## src/rtl/ir_presence_tracker.sv

```systemverilog
// ir_presence_tracker: dwell-qualified presence FSM with enter/leave events, saturating count, dwell time and stuck alarm
module ir_presence_tracker #(
    parameter int TICK_DIV     = 50000,
    parameter int MIN_DWELL_MS = 20,
    parameter int MAX_DWELL_MS = 5000,
    parameter int CNT_W        = 16,
    parameter int DWELL_W      = 16
) (
    input  logic               clk,
    input  logic               rst,
    input  logic               object_i,
    input  logic               clear_i,
    output logic               enter_o,
    output logic               leave_o,
    output logic [CNT_W-1:0]   count_o,
    output logic [DWELL_W-1:0] dwell_ms_o,
    output logic               dwell_valid_o,
    output logic               stuck_o,
    output logic [1:0]         state_o
);
    localparam int P_W = TICK_DIV > 1 ? $clog2(TICK_DIV) : 1;
    localparam logic [1:0] IDLE = 2'd0, QUAL = 2'd1, PRESENT = 2'd2, STUCK = 2'd3;
    localparam logic [P_W-1:0] P_LAST = P_W'(TICK_DIV - 1);
    localparam logic [DWELL_W-1:0] D_MIN = DWELL_W'(MIN_DWELL_MS);
    localparam logic [DWELL_W-1:0] D_MAX = DWELL_W'(MAX_DWELL_MS);
    logic [1:0]         state, state_nx;
    logic [P_W-1:0]     presc;
    logic [DWELL_W-1:0] d;
    logic               enter_nx, leave_nx, timing;
    always_ff @(posedge clk or negedge rst)
        if (!rst) state <= IDLE;
        else      state <= state_nx;
    // a falling object_i always beats a threshold reached in the same cycle
    always_comb begin
        state_nx = state;
        case (state)
            IDLE:    state_nx = object_i ? QUAL : IDLE;
            QUAL:    state_nx = !object_i ? IDLE : (d == D_MIN) ? PRESENT : QUAL;
            PRESENT: state_nx = !object_i ? IDLE : (d == D_MAX) ? STUCK : PRESENT;
            default: state_nx = object_i ? STUCK : IDLE;
        endcase
    end
    always_comb begin
        enter_nx = state == QUAL && state_nx == PRESENT;
        leave_nx = (state == PRESENT || state == STUCK) && state_nx == IDLE;
        timing   = state == QUAL || state == PRESENT;
    end
    // idle keeps the ms timebase cleared so every qualification starts from zero
    always_ff @(posedge clk or negedge rst)
        if (!rst) begin
            presc         <= '0;
            d             <= '0;
            count_o       <= '0;
            dwell_ms_o    <= '0;
            enter_o       <= 1'b0;
            leave_o       <= 1'b0;
            dwell_valid_o <= 1'b0;
            stuck_o       <= 1'b0;
        end else begin
            enter_o       <= enter_nx;
            leave_o       <= leave_nx;
            dwell_valid_o <= leave_nx;
            stuck_o       <= state_nx == STUCK;
            if (state == IDLE) begin
                presc <= '0;
                d     <= '0;
            end else if (timing) begin
                presc <= presc == P_LAST ? '0 : presc + 1'b1;
                if (presc == P_LAST && d != D_MAX) d <= d + 1'b1;
            end
            if (leave_nx) dwell_ms_o <= state == STUCK ? D_MAX : d;
            count_o <= clear_i ? '0 : (enter_nx && !(&count_o)) ? count_o + 1'b1 : count_o;
        end
    assign state_o = state;
endmodule

```

## config.mk

```make
export PLATFORM = sky130hd
export DESIGN_NAME = ir_presence_tracker
export DESIGN_NICKNAME = d
export VERILOG_FILES = /design/src/rtl/ir_presence_tracker.sv
export SDC_FILE = /design/constraint.sdc
export NUM_CORES = 1
export LEC_CHECK = 0
export CAP_MARGIN = 20
export CORE_MARGIN = 2
export CORE_UTILIZATION = 42
export CTS_CLUSTER_DIAMETER = 200
export DETAILED_ROUTE_END_ITERATION = 7
export HOLD_SLACK_MARGIN = 0.15
export PLACE_DENSITY = 0.73
export SETUP_SLACK_MARGIN = 0.1
export SKIP_CTS_REPAIR_TIMING = 1
export SYNTH_ARGS = -nofsm -noshare
export SYNTH_HDL_FRONTEND = slang
export SYNTH_SLANG_ARGS = --single-unit
```

## constraint.sdc

```tcl
create_clock -name clk -period 3.4 [get_ports clk]
set_clock_uncertainty 0.1 [all_clocks]
set_input_delay 0.68 -clock clk [delete_from_list [all_inputs] [get_ports clk]]
set_output_delay 0.68 -clock clk [all_outputs]
set_load 0.02 [all_outputs]
```

### After elaboration in Yosys (flattened, before gate mapping)

Cells that the tools add are included.

* register bits: 69
* bits of input ports: 4
* output and inout port bits: 38
* logic and storage cells: 50

* add/sub/neg operators: 3
* equal/unequal tests: 9
* muxes and demuxes: 16
* reduce and logical (&&, ||, !) cells: 14

Operator list (number)
* $mux 16: 9
* $add 16x1->16 const B: 3
* $eq 16x13->1 const B: 1
* $eq 16x16->1 const B: 1
* $eq 16x5->1 const B: 1
* $ne 16x13->1 const B: 1
* $reduce_and 16->1: 1
* $eq 2x2->1 const B: 4
* $mux 2: 4
* $pmux 2 s3: 1
* $reduce_bool 2->1: 3
* $logic_and 1x1->1: 4
* $logic_not 2->1: 2
* $eq 2x1->1 const B: 1
* $logic_or 1x1->1: 2
* $mux 1: 2
* $reduce_and 2->1: 1
* $logic_not 1->1: 1

### Longest topological paths before layout

* word-level depth: 9
* mapped depth: 8
* mapped depth without buffers: 7

### Worst setup path before layout

No wires, ideal clock.

* path kind: reg2reg
* from: reg d[0]
* to: reg count_o[9]
* library setup time: 0.078 ns
* arrival: 2.285 ns
* required time: 3.222 ns
* slack: 0.937 ns
* cell stages (with the launch flop): 9
* buffers on the path: 1
* period minus slack after synthesis: 2.463 ns
* path through: dfrtp_1 inv_1 ha_1 nor4b_2 nand4_1 or4_1 buf_2 or4_1 a21oi_1

* longest elaborated chain between the ends: 8
* elaborated cells between the ends (all ways): 11
* those cells by class: eq/ne: 3; mux: 5; reduce/logical: 3

RTL lines
* start, declared: RTL line 28 `logic [DWELL_W-1:0] d;`
* start signal, assigned: RTL line 69 `if (presc == P_LAST && d != D_MAX) d <= d + 1'b1;`
* $eq 16x13->1 or $eq 16x5->1 (tied branches): RTL line 39, 38
* $mux 1 or $mux 2 (tied branches): RTL line 39, 38
* $mux 2 (on tied branches): RTL line 39, 38
* $pmux 2 s3 (*): RTL line 36 `case (state)`
* $eq 2x2->1 (*): RTL line 44 `enter_nx = state == QUAL && state_nx == PRESENT;`
* $logic_and 1x1->1 (*): RTL line 44
* $logic_and 1x1->1 (*): RTL line 72 `count_o <= clear_i ? '0 : (enter_nx && !(&count_o)) ? count_o + 1'b1 : count_o;`
* $reduce_bool 2->1 (no line) (*)
* end signal, assigned: RTL line 72
* end, declared: RTL line 15 `output logic [CNT_W-1:0] count_o,`

Mark *: on every way between the ends. The rest lies on a longest branch, timed or not.
A chain may end at the register's enable or synchronous reset.

### Worst setup path in the final report

Ends and elaborated chain as after synthesis.

==> impl_metrics.env <==
export IMPL_cp_data_arrival_time_ns=3.00
export IMPL_power_leakage_nw=1.71
export IMPL_layout_nets=404
export IMPL_ys_ff_latch=69
export IMPL_synth_enable_flop_cells=0
export IMPL_pre_cts_ws_ns=0.523
export IMPL_hold_viol=0
export IMPL_run_status="finished, final reports clean"
export IMPL_dp_hpwl_um=5370
export IMPL_maxCapViolations=0
export IMPL_design_core_area_um2=7850
export IMPL_viasPerCell=5.67
export IMPL_cts_made_buffers=9
export IMPL_seq_area_frac_synth_pct=50.2
export IMPL_synth_flop_cell="dfrtp_1"
export IMPL_htreeDepth=3
export IMPL_grt_pass1_wl_um=13400
export IMPL_cp_required_ns=3.56
export IMPL_rows=32
export IMPL_start_util_pct=43.8
export IMPL_clockBufferDepth=2
export IMPL_clkLatencyLatePin_ns=0.34
export IMPL_power_mw=1.68
export IMPL_r2r_slack_ns=0.56
export IMPL_start_kind="flop"
export IMPL_hold_class="primary input to async pin"
export IMPL_fin_util_pct=53.1
export IMPL_timing_final_crit_period_ns=2.84
export IMPL_drv_slew=0
export IMPL_ir_drop_mv=0.397
export IMPL_avgSynthCellArea_um2=9.71
export IMPL_gp_congestion=0.872
export IMPL_drc=0
export IMPL_drtPass1Iterations=5
export IMPL_synthCells=354
export IMPL_stdcell_count=503
export IMPL_end_kind="flop"
export IMPL_r2r_end="count_o[9]"
export IMPL_p_per_area_nw_per_um2=403
export IMPL_synthArstFlopShare_pct=100
export IMPL_drive_gt1_share_pct=7.48
export IMPL_finalSetupTns_ns=0
export IMPL_yosysUniqueCellTypes=45
export IMPL_ioPinCount=42
export IMPL_timing_final_crit_share_pct=83.7
export IMPL_antenna_found_initial=0
export IMPL_tightest_slew_ns=0.999
export IMPL_grt_pass1_vias=2802
export IMPL_vias=2852
export IMPL_reg2reg_depth=7
export IMPL_die_y_um=94.5
export IMPL_critical_path_class="flop to flop"
export IMPL_final_cell_mix="dfrtp_1 (69), clkdlybuf4s50_1 (40), nor2_1 (35), nand2_1 (33), nand3_1 (21)"
export IMPL_critPathMaxFanout=10
export IMPL_layout_commonest_cell="dfrtp_1"
export IMPL_die_area_um2=8920
export IMPL_synth_net_count=362
export IMPL_yosys_warnings=0
export IMPL_place_inst=487
export IMPL_grt_max_degree=34
export IMPL_maxSlewHeadroom_pct=33.2
export IMPL_syn2layout_area_growth_pct=21.2
export IMPL_grt_overflow_total=0
export IMPL_syn_cell_area_um2=3440
export IMPL_n_antenna_cell=0
export IMPL_rsz0062_at_grt="no"
export IMPL_ant_nets=0
export IMPL_clock_sinks=69
export IMPL_cts_tree="done"
export IMPL_routed_wl_um=7720
export IMPL_wl_per_cell_um=15.3
export IMPL_clk_pin_slew_worst_paths_ns=0.07
export IMPL_root_buffer="clkbuf_8"
export IMPL_track_usage_pct=19.3
export IMPL_setup_slack_ns=0.555
export IMPL_clock_fmax_mhz=351
export IMPL_r2r_start="d[0]"
export IMPL_dieWidth_um=94.5
export IMPL_drtIter0Drc=196
export IMPL_setup_viol=0
export IMPL_port_buffers=41
[final cells by class]
type | count | area (um2)
clock buffers | 10 | 138
clock inverters | 6 | 86.3
fillers | 731 | 3680
inverters | 12 | 45.0
multi-input cells | 259 | 1610
flip-flops and latches | 69 | 1730
well taps | 102 | 128
repair buffers | 45 | 435
[critical path: stages, from the launching register on]
cell,delay (ns)
dfrtp_1,0.41
inv_1,0.13
ha_1,0.15
nor4b_2,0.35
nand4_1,0.24
or4_1,0.73
or4_1,0.51
a21oi_1,0.14
[cell usage after synthesis, types with 4 or more instances]
library cell / n / area (um2)
dfrtp_1: 69 / 1730
nor2_1: 35 / 131
nand2_1: 33 / 124
nand3_1: 21 / 105
nand4_1: 19 / 119
a21oi_1: 17 / 85.1
xor2_1: 15 / 131
o21ai_0: 14 / 70.1
a31oi_1: 13 / 81.3
inv_1: 12 / 45.0
nor3_1: 11 / 55.1
a22o_1: 10 / 87.6
or3_1: 9 / 56.3
clkbuf_1: 8 / 30.0
o22a_1: 5 / 43.8
xnor2_1: 5 / 43.8
ha_1: 4 / 50.1
nor2b_1: 4 / 25.0
[where the power goes]
group          switching [mW]  internal, mW
Combinational          0.0505        0.0344
Clock                   0.311         0.431
Sequential             0.0176         0.836
[kinds of logic after synthesis]
logic type	Yosys count	synth area share, %
and+or+nand+nor	161	25.6
AOI/OAI and AO/OA	70	13.4
DFF	69	50.2
buffers and inverters	26	3.02
xor gates and xnor gates	20	5.10
muxes	4	1.20
adders and majority gates	4	1.46
[per-layer routing]
layer | vias to the layer above | share of wire (%) | track usage (%)
met2 | 88 | 46 | 30.4
li1 | 1373 | - | -
met1 | 1375 | 47 | 25.2
met4 | 0 | 1.8 | 7.13
met3 | 16 | 5.8 | 5.99
met5 | - | 0 | 0
[metrics by stage]
step / hold slack, ns / area (um2)
after floorplan: 0.284 / 3440
after global routing: 0.314 / 4170
after CTS: 0.286 / 4170
after detailed placement: 0.363 / 3940
after global placement: 0.353 / 3940
final: 0.270 / 4170
[registers in the layout, indices dropped and copies added (netlist names)]
name	flops
d	16
state_o	2
dwell_ms_o	16
stuck_o	1
presc	16
enter_o	1
count_o	16
dwell_valid_o	1
[worst max-delay path by stage]
| stage | start | end | slack, ns | cells after the start |
|---|---|---|---|---|
| 3_3_place_gp | object_i | count_o[9] | 0.59 | 5 |
| 6_report | d[0] | count_o[9] | 0.56 | 7 |
| 4_1_cts | d[0] | count_o[9] | 0.56 | 7 |
| 3_5_place_dp | object_i | count_o[9] | 0.52 | 5 |
| 2_1_floorplan | d[0] | count_o[9] | 0.94 | 8 |
| 5_1_grt | d[0] | count_o[9] | 0.37 | 7 |
Power figures use the tool's default switching activity.
==> edit (config.mk and constraints unchanged) <==
`CNT_W`: 16 -> 32.
--- a/src/rtl/ir_presence_tracker.sv
+++ b/src/rtl/ir_presence_tracker.sv
@@ -4,5 +4,5 @@
     parameter int MIN_DWELL_MS = 20,
     parameter int MAX_DWELL_MS = 5000,
-    parameter int CNT_W        = 16,
+    parameter int CNT_W        = 32,
     parameter int DWELL_W      = 16
 ) (
Interface: changed (resized count_o); port bits go from 42 to 58. The function was not compared with the original's and may differ.
==> edit against the original RTL <==
- area after synthesis rose by 38%
- core utilization is 1.3 points lower
- setup slack worse by 0.19 ns
- synthesized cell count rose by 47%
- worst hold slack improved by 0.032 ns
- total power is 23% higher
- first-iteration DRC count rose by 57%
- wire length up 49%
- clock power up 26%
- final area grew 36%
- sequential cell count increased by 16
- critical path type unchanged
- largest cell class is now multi-input gates
==> edit: results (changes against the original RTL) <==
Leakage: 0.00222 uW (was 0.00171 uW)
# port buffers: 57 (was 41)
CTS buffer count: 9 (unchanged)
GPL Wtd Cong: 0.853 (was 0.872)
Nets@finish: 572 (was 404)
Rel. slew slack: 0.295 (was 0.332)
Hold Fails Final Rpt: 0 (unchanged)
H-tree Lvls: 3 (unchanged)
Top reg by flops: count_o
Max incr delay on CP: 0.51 ns (was 0.73 ns)
WP data arrival: 3.16 ns (was 3.00 ns)
Share of cells above drive strength 1: 0.0775 (was 0.0748)
Root buffer cell: clkbuf_16 (was clkbuf_8)
R2r endpoint: count_o[5]$_DFFE_PN0P_ (was count_o[9]$_DFFE_PN0P_)
Fillers: 1027 (was 731)
Final HPWL DP: 7.84 mm (was 5.37 mm)
Worst IR Drop VDD: 0.198 mV (was 0.397 mV)
Later-pin clock latency in the skew report: 0.34 ns (about the same)
Initial DRC Count: 307 (was 196)
CP max FO: 15 (was 10)
Ranking of synthesized cells by area: dfrtp_1 45%, o31ai_1 4.3%, or4_1 4.3% (was dfrtp_1 50%, nor2_1 3.8%, xor2_1 3.8%)
Distinct cell type count of the synthesized netlist: 48 (was 45)
Fin Hold WS: 0.302 ns (was 0.270 ns)
Kind of cell adding the most delay to the critical path: simple AND/OR/NAND/NOR gates (unchanged)
Vias: 4227 (was 2852)
Sequential share of the synthesized area: 0.448 (was 0.502)
DR WL/cell: 16.3 um (was 15.3 um)
Pre-CTS WS: 0.371 ns (was 0.523 ns)
GRT Resource Usage Total: 0.198 (was 0.193)
Run status: complete, no violations (unchanged)
Mapped Nets: 530 (was 362)
Number of global-route vias before repair: 4059 (was 2802)
Yosys warns: 0 (unchanged)
Synth top cells by count: 85 x dfrtp_1, 45 x nand2_1, 40 x a21oi_1, 36 x nor2_1, 34 x nand3_1 (was 69 x dfrtp_1, 35 x nor2_1, 33 x nand2_1, 21 x nand3_1, 19 x nand4_1)
First-pass GRT wire length: 19.1 mm (was 13.4 mm)
Largest net degree at the start of global routing: 58 (was 34)
Clk slew on worst S/H paths: 0.06 ns
Crit-path slowest cell: nor4b_1 (was or4_1)
## edit: worst max-delay path by stage
stage / to / start / slack, ns / depth (start not counted)
finish: count_o[5]$_DFFE_PN0P_ / d[0]$_DFFE_PN0P_ / 0.37 / 7
global placement: count_o[14]$_DFFE_PN0P_ / object_i / 0.46 / 6
floorplan: count_o[5]$_DFFE_PN0P_ / d[0]$_DFFE_PN0P_ / 1.02 / 9
detailed placement: count_o[5]$_DFFE_PN0P_ / object_i / 0.37 / 5
global route: count_o[12]$_DFFE_PN0P_ / d[0]$_DFFE_PN0P_ / 0.10 / 7
CTS: count_o[5]$_DFFE_PN0P_ / d[1]$_DFFE_PN0P_ / 0.44 / 7
## edit: final cells by class
class                           instances  area share
Multi-Input combinational cell        388       0.424
Sequential cell                        85       0.376
Timing Repair Buffer                   63       0.108
Clock buffer                           14      0.0484
Tap cell                              140      0.0309
Inverter                               17      0.0113
Clock inverter                          1    0.000884
## edit: cell families after synthesis
group,count (synthesis),synth area share
buffers and inverters,49,0.0454
xor gates and xnor gates,8,0.0148
muxes,12,0.0285
and+or+nand+nor,248,0.302
DFF,85,0.448
adders and majority gates,5,0.0127
AOI/OAI and AO/OA,115,0.148
## edit: through the flow
stage               cell area, um^2  std cells
finish                         5660        708
CTS                            5660        708
global route                   5660        708
floorplan                      4740        522
detailed placement             5380        693
global placement               5380        693
## edit: routing by layer
| metal | up-vias | track usage | share of wire |
|---|---|---|---|
| li1 | 2018 | - | - |
| met1 | 2071 | 0.256 | 0.44 |
| met2 | 124 | 0.332 | 0.50 |
| met3 | 14 | 0.0364 | 0.048 |
| met4 | 0 | 0.0741 | 0.014 |
| met5 | - | 0 | 0 |
## edit: power breakdown
part | internal, uW | switching, uW
sequential | 1020 | 11.3
clock | 550 | 382
combinational | 33.4 | 73.6
